**config.mk**
```make
export PLATFORM = sky130hd
export DESIGN_NAME = pipe_stall_ctrl
export DESIGN_NICKNAME = d
export VERILOG_FILES = /design/src/rtl/pipe_stall_ctrl.sv
export SDC_FILE = /design/constraint.sdc
export NUM_CORES = 1
export LEC_CHECK = 0
export ABC_CLOCK_PERIOD_IN_PS = 1630
export BUFFER_PORTS_ARGS = -buffer_cell sky130_fd_sc_hd__buf_2
export CAP_MARGIN = 20
export CORE_UTILIZATION = 35
export DETAILED_ROUTE_END_ITERATION = 8
export HOLD_SLACK_MARGIN = 0.06
export PLACE_DENSITY_LB_ADDON = 0.12
export SETUP_SLACK_MARGIN = 0.2
export SLEW_MARGIN = 25
export SYNTH_ARGS = -nofsm -noshare
export SYNTH_HDL_FRONTEND = slang
export SYNTH_SLANG_ARGS = --single-unit
```
**constraint.sdc**
```tcl
create_clock -name clk -period 1.63 [get_ports clk]
set_input_delay 0.326 -clock clk [delete_from_list [all_inputs] [get_ports clk]]
set_output_delay 0.326 -clock clk [all_outputs]
set_load 0.01 [all_outputs]
```
**src/rtl/pipe_stall_ctrl.sv**
```systemverilog
// Pipeline stall/flush control: load-use and HI/LO-busy hazards plus the multiply/divide busy counter.
// Optional `PIPE_STALL_CNT_EN adds a 32-bit stall_cnt output counting stalled cycles.
module pipe_stall_ctrl #(
    parameter int MULT_CYCLES = 5,
    parameter int DIV_CYCLES  = 10
) (
    input  logic        clk,
    input  logic        reset,
    input  logic [4:0]  d_rs_addr,
    input  logic [4:0]  d_rt_addr,
    input  logic        d_rs_use,
    input  logic        d_rt_use,
    input  logic        e_load,
    input  logic [4:0]  e_wa,
    input  logic        d_md_op,
    input  logic        e_md_start,
    input  logic        e_md_is_div,
    input  logic        exc_req,
    output logic        f_we,
    output logic        d_we,
    output logic        e_flush,
    output logic        md_busy,
`ifdef PIPE_STALL_CNT_EN
    output logic [3:0]  md_cnt,
    output logic [31:0] stall_cnt
`else
    output logic [3:0]  md_cnt
`endif
);

    // Busy-cycle counts must fit the 4-bit counter (valid range 1..15).
    localparam logic [3:0] MULT_LD = 4'(MULT_CYCLES);
    localparam logic [3:0] DIV_LD  = 4'(DIV_CYCLES);

    typedef enum logic {
        IDLE,
        MD_RUN
    } md_state_t;

    md_state_t state;

    logic rs_hit;
    logic rt_hit;
    logic load_use;
    logic md_stall;
    logic stall;

    // A start seen while already running is ignored, and exc_req never aborts the count.
    always_ff @(posedge clk or negedge reset) begin
        if (!reset) begin
            state   <= IDLE;
            md_cnt  <= 4'd0;
            md_busy <= 1'b0;
        end else begin
            case (state)
                IDLE: begin
                    if (e_md_start) begin
                        md_cnt  <= e_md_is_div ? DIV_LD : MULT_LD;
                        state   <= MD_RUN;
                        md_busy <= 1'b1;
                    end
                end
                MD_RUN: begin
                    if (md_cnt == 4'd1) begin
                        md_cnt  <= 4'd0;
                        state   <= IDLE;
                        md_busy <= 1'b0;
                    end else begin
                        md_cnt  <= md_cnt - 4'd1;
                    end
                end
                default: begin
                    state   <= IDLE;
                    md_cnt  <= 4'd0;
                    md_busy <= 1'b0;
                end
            endcase
        end
    end

    assign rs_hit   = d_rs_use && (d_rs_addr == e_wa);
    assign rt_hit   = d_rt_use && (d_rt_addr == e_wa);
    assign load_use = e_load && (e_wa != 5'd0) && (rs_hit || rt_hit);
    assign md_stall = d_md_op && (md_busy || e_md_start);

    // An exception overrides any hazard so the pipeline registers can run their own flush.
    assign stall   = (load_use || md_stall) && !exc_req;
    assign f_we    = !stall;
    assign d_we    = !stall;
    assign e_flush = stall;

`ifdef PIPE_STALL_CNT_EN
    always_ff @(posedge clk or negedge reset) begin
        if (!reset) begin
            stall_cnt <= 32'd0;
        end else if (stall) begin
            stall_cnt <= stall_cnt + 32'd1;
        end
    end
`endif

endmodule
```
==> qor.yml, run 1 <==
clock_tree:
  cts_made_buffers: 3
  clock-sinks: 6
  cts_tree: "yes"
  path_clk_slew_ns: 0.05
  clk-insertion-delay-late_ns: 0.24
  cts_root_buffer: "clkbuf_4"
  htree_num_levels: 1
  cts.path.max_buffers: 2
pwr:
  p_sw_uw: 357
  p_clk_share_pct: 15.5
  p_int_uw: 534
  finalPower_uw: 891
  leakage_nw: 0.355
  seqPwrFrac_pct: 36.5
  power_frac_comb_pct: 48.0
  powerDensity_nw_per_um2: 1270
  ir_worst_vdd_v: 0.000771
  sw_frac_of_total_pct: 40.0
detailed_routing:
  viasPerCell: 4.76
  num_vias: 505
  totalWireLength_um: 1070
  route.antenna.remaining_nets: 0
  drt_iter0_drc: 6
  first_pass_iters: 2
  avgRoutedWirePerCell_um: 10.1
  drc: 0
global_route:
  antenna_found_initial: 0
  first_global_vias: 447
  grt_pass1_wl_um: 1700
  busiest_layer: "met2"
  grt_use_met1_pct: 17.6
  met2_usage_pct: 30.0
  overflow: 0
  met3_usage_pct: 8.67
  grt_max_degree: 10
  grt_usage_pct: 16.8
worst_setup_path:
  arrival_ns: 1.41
  cp-start-kind: "input pin"
  path_max_fanout: 2
  endpoint_kind: "output port"
  cp.required_ns: 1.30
  crit_type: "in2out"
synthesis:
  synthDistinctLibCells: 19
  synthesis.instances: 56
  synth_warnings: 0
  synth_nets: 82
  syn_area_um2: 470
  seq_area_frac_synth_pct: 31.9
  syn_avg_cell_area_um2: 8.40
  ys_seq_elements: 6
floorplanning:
  start_util_pct: 40.2
  die_area_um2: 1490
  die_w_um: 38.7
  pin_count: 32
  coreArea_um2: 1170
  row_count: 12
  die_h_um: 38.7
min_path:
  hp-class: "in2reg"
run:
  drv_cap: 0
timing:
  worst_slack_ns: -0.103
  max_slew_margin_pct: 79.1
  finalCritPeriodShare_pct: 106
  setup_violations: 3
  final_max_slew_viol_count: 0
  rsz0062_at_grt: "yes"
  hold_slack_ns: 0.385
  max_freq_mhz: 577
  final_hold_viol_count: 0
  fin_skew_ns: 0.00429
  tightestPinTransition_ns: 0.313
  layout_min_cycle_time_ns: 1.73
final_layout:
  layoutNonFillerInstCount: 106
  diodes: 0
  nets: 120
  drive_gt1_share_pct: 41.3
  area_delta_synth_final_pct: 49.5
placement:
  placed_cells: 102
  dp_hpwl_um: 945
  portBuffers: 31
  place_congestion: 0.767
status:
  violations: "setup timing"
  status: "finished with violations"
[power groups by stage]
stage	Combinational (mW)	Clock, mW	Sequential, mW
after global placement	0.413	0	0.327
after global routing	0.494	0.152	0.344
after CTS	0.438	0.141	0.326
after floorplan	0.272	0	0.323
after detailed placement	0.432	0	0.328
final	0.427	0.138	0.325
[final cells by class]
cell class,instances,area (um^2)
fill,111,468
timing repair buffer,35,200
inverter,4,15.0
multi-input combinational,44,298
sequential,6,150
tap,14,17.5
clock buffer,3,22.5
[cell usage after synthesis]
cell type / number / area share [%]
a21o_1: 1 / 1.6
a21oi_1: 6 / 6.4
buf_4: 1 / 1.6
clkbuf_1: 1 / 0.80
dfrtp_1: 6 / 32
ha_1: 2 / 5.3
inv_1: 4 / 3.2
mux2i_1: 3 / 6.4
nand2_1: 3 / 2.4
nand4_1: 2 / 2.7
nor2_1: 5 / 4.0
nor3_1: 1 / 1.1
nor3b_1: 2 / 3.2
o21ai_0: 4 / 4.3
o21ai_1: 1 / 1.1
o22ai_1: 2 / 2.7
or3_1: 1 / 1.3
or4_1: 1 / 1.6
xnor2_1: 10 / 19
[through the flow]
step	worst slack (ns)	utilization [%]	setup TNS (ns)	instance area, um^2
final	-0.103	60.0	-0.265	703
after detailed placement	-0.144	56.2	-0.356	658
after CTS	-0.128	60.0	-0.347	703
after global placement	-0.133	56.2	-0.326	658
after floorplan	-0.0467	-	-0.0467	474
after global routing	-0.162	60.0	-0.461	703
[worst max-delay path, cell delays in order]
cell and delay, ns:
buf_6 0.09, or4_1 0.51, o21ai_1 0.13, nor2_1 0.07
a21o_1 0.15, buf_2 0.13
[cell usage in the layout, fill, tap and decap left out, drive strengths merged]
cell,instances
inv,4
a21oi,6
o21ai,5
nand4,2
mux2i,3
or4,1
nor3b,2
ha,2
clkbuf,3
o22ai,2
dlygate4sd3,1
nand2,3
buf,34
or3,1
nor2,5
nor3,1
xnor2,10
a21o,1
dfrtp,6
[per-layer routing]
metal | vias to the layer above | wire length [um]
met5 | - | 0
met4 | 0 | 0
met3 | 0 | 77
met2 | 18 | 525
met1 | 221 | 466
li1 | 266 | -
[final timing paths]
check / start / end / slack (ns) / depth (start not counted)
worst max register to register: md_cnt[2]$_DFFE_PN0P_ / md_cnt[3]$_DFFE_PN0P_ / 0.42 / 4
worst min-delay path: e_md_start / state$_DFF_PN0_ / 0.38 / 3
worst min register to register: md_busy$_DFFE_PN0P_ / md_busy$_DFFE_PN0P_ / 0.53 / 2
max in group asynchronous: reset / md_cnt[1]$_DFFE_PN0P_ / 1.05 / 2
min in group asynchronous: reset / md_cnt[3]$_DFFE_PN0P_ / 0.43 / 2
worst max-delay path: e_wa[2] / e_flush / -0.10 / 6
[registers in the layout (all words and copies together), names as in the netlist]
name and count:
md_cnt 4, state 1, md_busy 1
[logic make-up after synthesis]
family / Yosys count / share of synthesized area (%)
muxes: 3 / 6.38
AOI/OAI and AO/OA: 14 / 16.0
and+or+nand+nor: 15 / 16.2
DFF: 6 / 31.9
buffers and inverters: 6 / 5.58
adders and majority gates: 2 / 5.32
xor gates and xnor gates: 10 / 18.6
[what timing repair did]
action	4_1_cts	5_1_grt
pin swaps	4	2
hold buffers	1	0
hold endpoints to repair	6	0
setup buffers	0	0
gates resized for setup	2	0
setup endpoints to repair	3	3
Power figures use the tool's default switching activity.
==> inputs of run 2 (changes only) <==
--- a/config.mk
+++ b/config.mk
@@ -12,7 +12,7 @@
 export DETAILED_ROUTE_END_ITERATION = 8
 export HOLD_SLACK_MARGIN = 0.06
 export PLACE_DENSITY_LB_ADDON = 0.12
-export SETUP_SLACK_MARGIN = 0.2
+export SETUP_SLACK_MARGIN = 0.4
 export SLEW_MARGIN = 25
 export SYNTH_ARGS = -nofsm -noshare
 export SYNTH_HDL_FRONTEND = slang
==> run 2 against run 1 <==
Compared with the run above:
- the flow still finishes with violations (setup timing)
- worst hold slack better by 0.0017 ns
- global-route usage is the same
- worst setup slack gained 0.00057 ns
- sequential power up 10%
- via count increased by 1.2%
- cell area grew 7.5%
==> qor.yml, run 2 (synthesis gave the netlist of run 1 again) <==
timing:
  rsz0062_at_grt: "yes"
  max_freq_mhz: 577
  final_max_slew_viol_count: 0
  tns_ns: -0.265
  tightestPinTransition_ns: 0.317
  layout_min_cycle_time_ns: 1.73
  setup_violations: 3
  final_hold_viol_count: 0
  finalCritPeriodShare_pct: 106
  hold_slack_ns: 0.386
  fin_skew_ns: 0.00423
  worst_slack_ns: -0.102
  max_slew_margin_pct: 78.8
final_layout:
  nets: 121
  layout_commonest_cell: "buf_2"
  largest_register_ffs: 4
  layoutNonFillerInstCount: 107
  regMostFlops: "md_cnt"
  drive_gt1_share_pct: 49.5
  final_area_um2: 756
  layout_common_cells: "buf_2 (28), xnor2_1 (10), nor2_1 (5), dfrtp_1 (5)"
  finish.utilization_pct: 64.5
  biggestRegsByFlops: "md_cnt: 4 flops, md_busy: 1 flops, state: 1 flops"
  diodes: 0
  area_delta_synth_final_pct: 60.6
pwr:
  sw_frac_of_total_pct: 40.7
  p_sw_uw: 415
  p_clk_share_pct: 13.6
  ir_worst_vdd_v: 0.000839
  seqPwrFrac_pct: 35.1
  finalPower_mw: 1.02
  power_frac_comb_pct: 51.3
  powerDensity_nw_per_um2: 1350
  p_int_uw: 606
  leakage_nw: 0.368
global_route:
  overflow: 0
  first_global_vias: 447
  grt_max_degree: 10
  grt_usage_pct: 16.8
  antenna_found_initial: 0
  grt_pass1_wl_um: 1700
detailed_routing:
  drt_iter0_drc: 5
  num_vias: 511
  first_pass_iters: 4
  route.antenna.remaining_nets: 0
  viasPerCell: 4.78
  drc: 0
  avgRoutedWirePerCell_um: 10.6
  totalWireLength_um: 1130
clock_tree:
  clk-insertion-delay-late_ns: 0.25
  cts.path.max_buffers: 2
  htree_num_levels: 1
  path_clk_slew_ns: 0.05
  cts_tree: "yes"
  cts_root_buffer: "clkbuf_4"
  clock-sinks: 6
  cts_made_buffers: 3
floorplanning:
  die_area_um2: 1490
  coreArea_um2: 1170
  start_util_pct: 40.2
  die_h_um: 38.7
  row_count: 12
  die_w_um: 38.7
  pin_count: 32
worst_setup_path:
  rrSetupSlack_ns: 0.41
  crit_type: "in2out"
  cp-start-kind: "input pin"
  ff2ff_path_depth: 4
  arrival_ns: 1.41
  cp.required_ns: 1.30
  path_max_fanout: 2
  endpoint_kind: "output port"
min_path:
  holdPathStages: 3
  hp-class: "in2reg"
placement:
  pre_cts_slack_ns: -0.144
  dp_hpwl_um: 945
  portBuffers: 31
  placed_cells: 102
  place_congestion: 0.767
  place_area_um2: 658
run:
  drv_cap: 0
status:
  violations: "setup timing"
  status: "finished with violations"
## run 2: worst max-delay path, cell delays in order
cell	delay, ns
buf_6	0.09
or4_1	0.51
o21ai_1	0.13
nor2_1	0.07
a21o_1	0.15
buf_2	0.13
## run 2: final timing paths
path,start,end
max,e_wa[2],e_flush
min,e_md_start,state$_DFF_PN0_
max reg2reg,md_cnt[2]$_DFFE_PN0P_,md_cnt[3]$_DFFE_PN0P_
min reg2reg,md_busy$_DFFE_PN0P_,md_busy$_DFFE_PN0P_
max in group asynchronous,reset,md_cnt[2]$_DFFE_PN0P_
min in group asynchronous,reset,md_cnt[3]$_DFFE_PN0P_
## run 2: power groups by stage
stage	Sequential [mW]	Clock, mW	Combinational (mW)
4_1_cts	0.326	0.141	0.438
3_3_place_gp	0.327	0	0.413
5_1_grt	0.375	0.153	0.589
2_1_floorplan	0.323	0	0.272
3_5_place_dp	0.328	0	0.432
6_report	0.359	0.139	0.524
## run 2: routing by layer
layer  global-route usage (%)  share of wire (%)
met5                        0                  0
met4                     2.59                  0
met3                     8.67                6.9
met2                     30.0                 50
met1                     17.6                 43
## run 2: area by class of cell
| class | count | area [um^2] |
|---|---|---|
| Clock buffer | 3 | 22.5 |
| Fill cell | 105 | 415 |
| Inverter | 4 | 15.0 |
| Multi-Input combinational cell | 44 | 332 |
| Sequential cell | 6 | 151 |
| Tap cell | 14 | 17.5 |
| Timing Repair Buffer | 36 | 218 |
## run 2: what timing repair did
item	CTS	global route
hold buffers	1	0
pin swaps	4	3
endpoints found under the hold margin	6	0
gates resized for setup	2	11
buffers inserted	0	1
endpoints found under the setup margin	3	7
==> inputs of run 3 (changes only) <==
--- a/config.mk
+++ b/config.mk
@@ -5,11 +5,12 @@
 export SDC_FILE = /design/constraint.sdc
 export NUM_CORES = 1
 export LEC_CHECK = 0
-export ABC_CLOCK_PERIOD_IN_PS = 1630
+export ABC_CLOCK_PERIOD_IN_PS = 1700
 export BUFFER_PORTS_ARGS = -buffer_cell sky130_fd_sc_hd__buf_2
 export CAP_MARGIN = 20
-export CORE_UTILIZATION = 35
+export CORE_AREA = 2 2 39 41
 export DETAILED_ROUTE_END_ITERATION = 8
+export DIE_AREA = 0 0 41 43
 export HOLD_SLACK_MARGIN = 0.06
 export PLACE_DENSITY_LB_ADDON = 0.12
 export SETUP_SLACK_MARGIN = 0.4
@@ -17,3 +18,4 @@
 export SYNTH_ARGS = -nofsm -noshare
 export SYNTH_HDL_FRONTEND = slang
 export SYNTH_SLANG_ARGS = --single-unit
+export TNS_END_PERCENT = 100
==> constraint.sdc (replaced) <==
create_clock -name clk -period 1.7 [get_ports clk]
set_input_delay 0.34 -clock clk [delete_from_list [all_inputs] [get_ports clk]]
set_output_delay 0.34 -clock clk [all_outputs]
set_load 0.01 [all_outputs]
==> run 3 against run 2 <==
Compared with the run above:
- power decreased by 7.3%
- largest cell class unchanged
- clock power about the same
- the flow still finishes with violations (setup timing)
- sequential cell count did not move
- register-to-register slack improved by 0.08 ns
- sequential power shrank 7.5%
- combinational power fell by 9.0%
- highest routed layer unchanged
- via count up 3.9%
- count of clock-buffer cells in the layout stayed put
- first-iteration DRC count grew 80%
==> qor.yml, run 3 (synthesis gave the netlist of run 1 again) <==
detailed_routing:
  num_vias: 531
  first_pass_iters: 4
  drt_iter0_drc: 9
  totalWireLength_um: 1150
  viasPerCell: 4.87
  drc: 0
  route.antenna.remaining_nets: 0
  avgRoutedWirePerCell_um: 10.5
clock_tree:
  cts_root_buffer: "clkbuf_4"
  cts.path.max_buffers: 2
  htree_num_levels: 1
  cts_made_buffers: 3
  cts_tree: "yes"
  path_clk_slew_ns: 0.05
  clk-insertion-delay-late_ns: 0.25
  clock-sinks: 6
final_layout:
  final_area_um2: 756
  layout_commonest_cell: "buf_2"
  drive_gt1_share_pct: 49.5
  regMostFlops: "md_cnt"
  area_delta_synth_final_pct: 60.6
  biggestRegsByFlops: "md_cnt: 4 flops, md_busy: 1 flops, state: 1 flops"
  layoutNonFillerInstCount: 109
  largest_register_ffs: 4
  fill_cells: 136
  diodes: 0
  layout_common_cells: "buf_2 (28), xnor2_1 (10), a21oi_1 (5), dfrtp_1 (5)"
  nets: 121
  finish.utilization_pct: 54.6
pwr:
  ir_worst_vdd_v: 0.000956
  p_sw_uw: 384
  power_frac_comb_pct: 50.4
  sw_frac_of_total_pct: 40.5
  seqPwrFrac_pct: 35.1
  leakage_nw: 0.370
  p_int_uw: 563
  powerDensity_nw_per_um2: 1250
  p_clk_share_pct: 14.5
floorplanning:
  coreArea_um2: 1380
  pin_count: 32
  row_count: 14
  die_area_um2: 1760
  die_w_um: 41
  die_h_um: 43
  start_util_pct: 34.0
placement:
  pre_cts_slack_ns: -0.112
  placed_cells: 104
  dp_hpwl_um: 886
  portBuffers: 31
  place_congestion: 0.758
  place_area_um2: 661
timing:
  final_hold_viol_count: 0
  tightestPinTransition_ns: 0.307
  layout_min_cycle_time_ns: 1.76
  final_max_slew_viol_count: 0
  tns_ns: -0.156
  max_slew_margin_pct: 79.5
  fin_skew_ns: 0.00165
  setup_violations: 3
  worst_slack_ns: -0.0624
  max_freq_mhz: 567
  rsz0062_at_grt: "yes"
  finalCritPeriodShare_pct: 104
worst_setup_path:
  max_stage_delay_ns: 0.52
  crit_type: "in2out"
  cp-start-kind: "input pin"
  cp.required_ns: 1.36
  worst_path_max_delay_cell: "or4_4"
  endpoint_kind: "output port"
  path_max_fanout: 2
  critical_path.cell_chain: "buf_6 > or4_4 > o21ai_2 > nor2_2 > a21o_1 > buf_2"
  crit_buf_inv: 2
  path_delay_family: "simple AND/OR/NAND/NOR gates"
  arrival_ns: 1.42
status:
  violations: "setup timing"
  status: "finished with violations"
min_path:
  hp-class: "in2reg"
global_route:
  overflow: 0
  grt_max_degree: 10
  antenna_found_initial: 0
  grt_pass1_wl_um: 1840
  grt_usage_pct: 15.4
  first_global_vias: 488
run:
  drv_cap: 0
[run 3: power groups by stage]
stage                     Combinational (mW)  Clock (mW)  Sequential [mW]
after detailed placement               0.396           0            0.317
after global placement                 0.397           0            0.318
after global routing                   0.541       0.148            0.349
after CTS                              0.402       0.140            0.315
final                                  0.477       0.137            0.332
after floorplan                        0.260           0            0.310
[run 3: worst reg2reg max path, delay by kind of cell (launching register included)]
kind            cells  cell delay, ns
compound gates      2            0.19
flops               1            0.43
simple gates        2            0.52
[run 3: worst paths after layout]
path	end	depth (start not counted)	slack (ns)	from
max	e_flush	6	-0.06	e_wa[2]
min	state$_DFF_PN0_	3	0.40	e_md_start
max reg2reg	md_cnt[3]$_DFFE_PN0P_	4	0.49	md_cnt[2]$_DFFE_PN0P_
min reg2reg	md_busy$_DFFE_PN0P_	2	0.54	md_busy$_DFFE_PN0P_
max in group asynchronous	md_cnt[2]$_DFFE_PN0P_	2	1.10	reset
min in group asynchronous	md_busy$_DFFE_PN0P_	2	0.44	reset
[run 3: timing repair]
| action | in CTS | in global routing |
|---|---|---|
| resized for setup | 2 | 10 |
| gates cloned | 0 | 0 |
| hold endpoints to repair | 6 | 0 |
| setup buffers | 0 | 1 |
| endpoints found under the setup margin | 3 | 6 |
| hold buffers | 1 | 0 |
| pin swaps | 4 | 3 |
[run 3: layout make-up]
type / count / area, um^2 / share of cell area, %
inverter: 4 / 15.0 / 1.99
tap: 16 / 20.0 / 2.65
timing repair buffer: 36 / 218 / 28.8
sequential: 6 / 151 / 20.0
clock buffer: 3 / 22.5 / 2.98
multi-input combinational: 44 / 329 / 43.5
[run 3: stage by stage]
step                hold WS [ns]  total power [mW]
global route               0.404              1.04
CTS                        0.400             0.857
detailed placement         0.170             0.713
floorplan                 0.0444             0.570
global placement           0.174             0.715
finish                     0.404             0.947
[run 3: per-layer routing]
layer / up-vias / part of all wire (%) / GRT usage [%]
met5: - / 0 / 0
met4: 0 / 0 / 2.00
met3: 0 / 8.3 / 9.42
met2: 25 / 48 / 21.9
met1: 237 / 44 / 20.1
li1: 269 / - / -
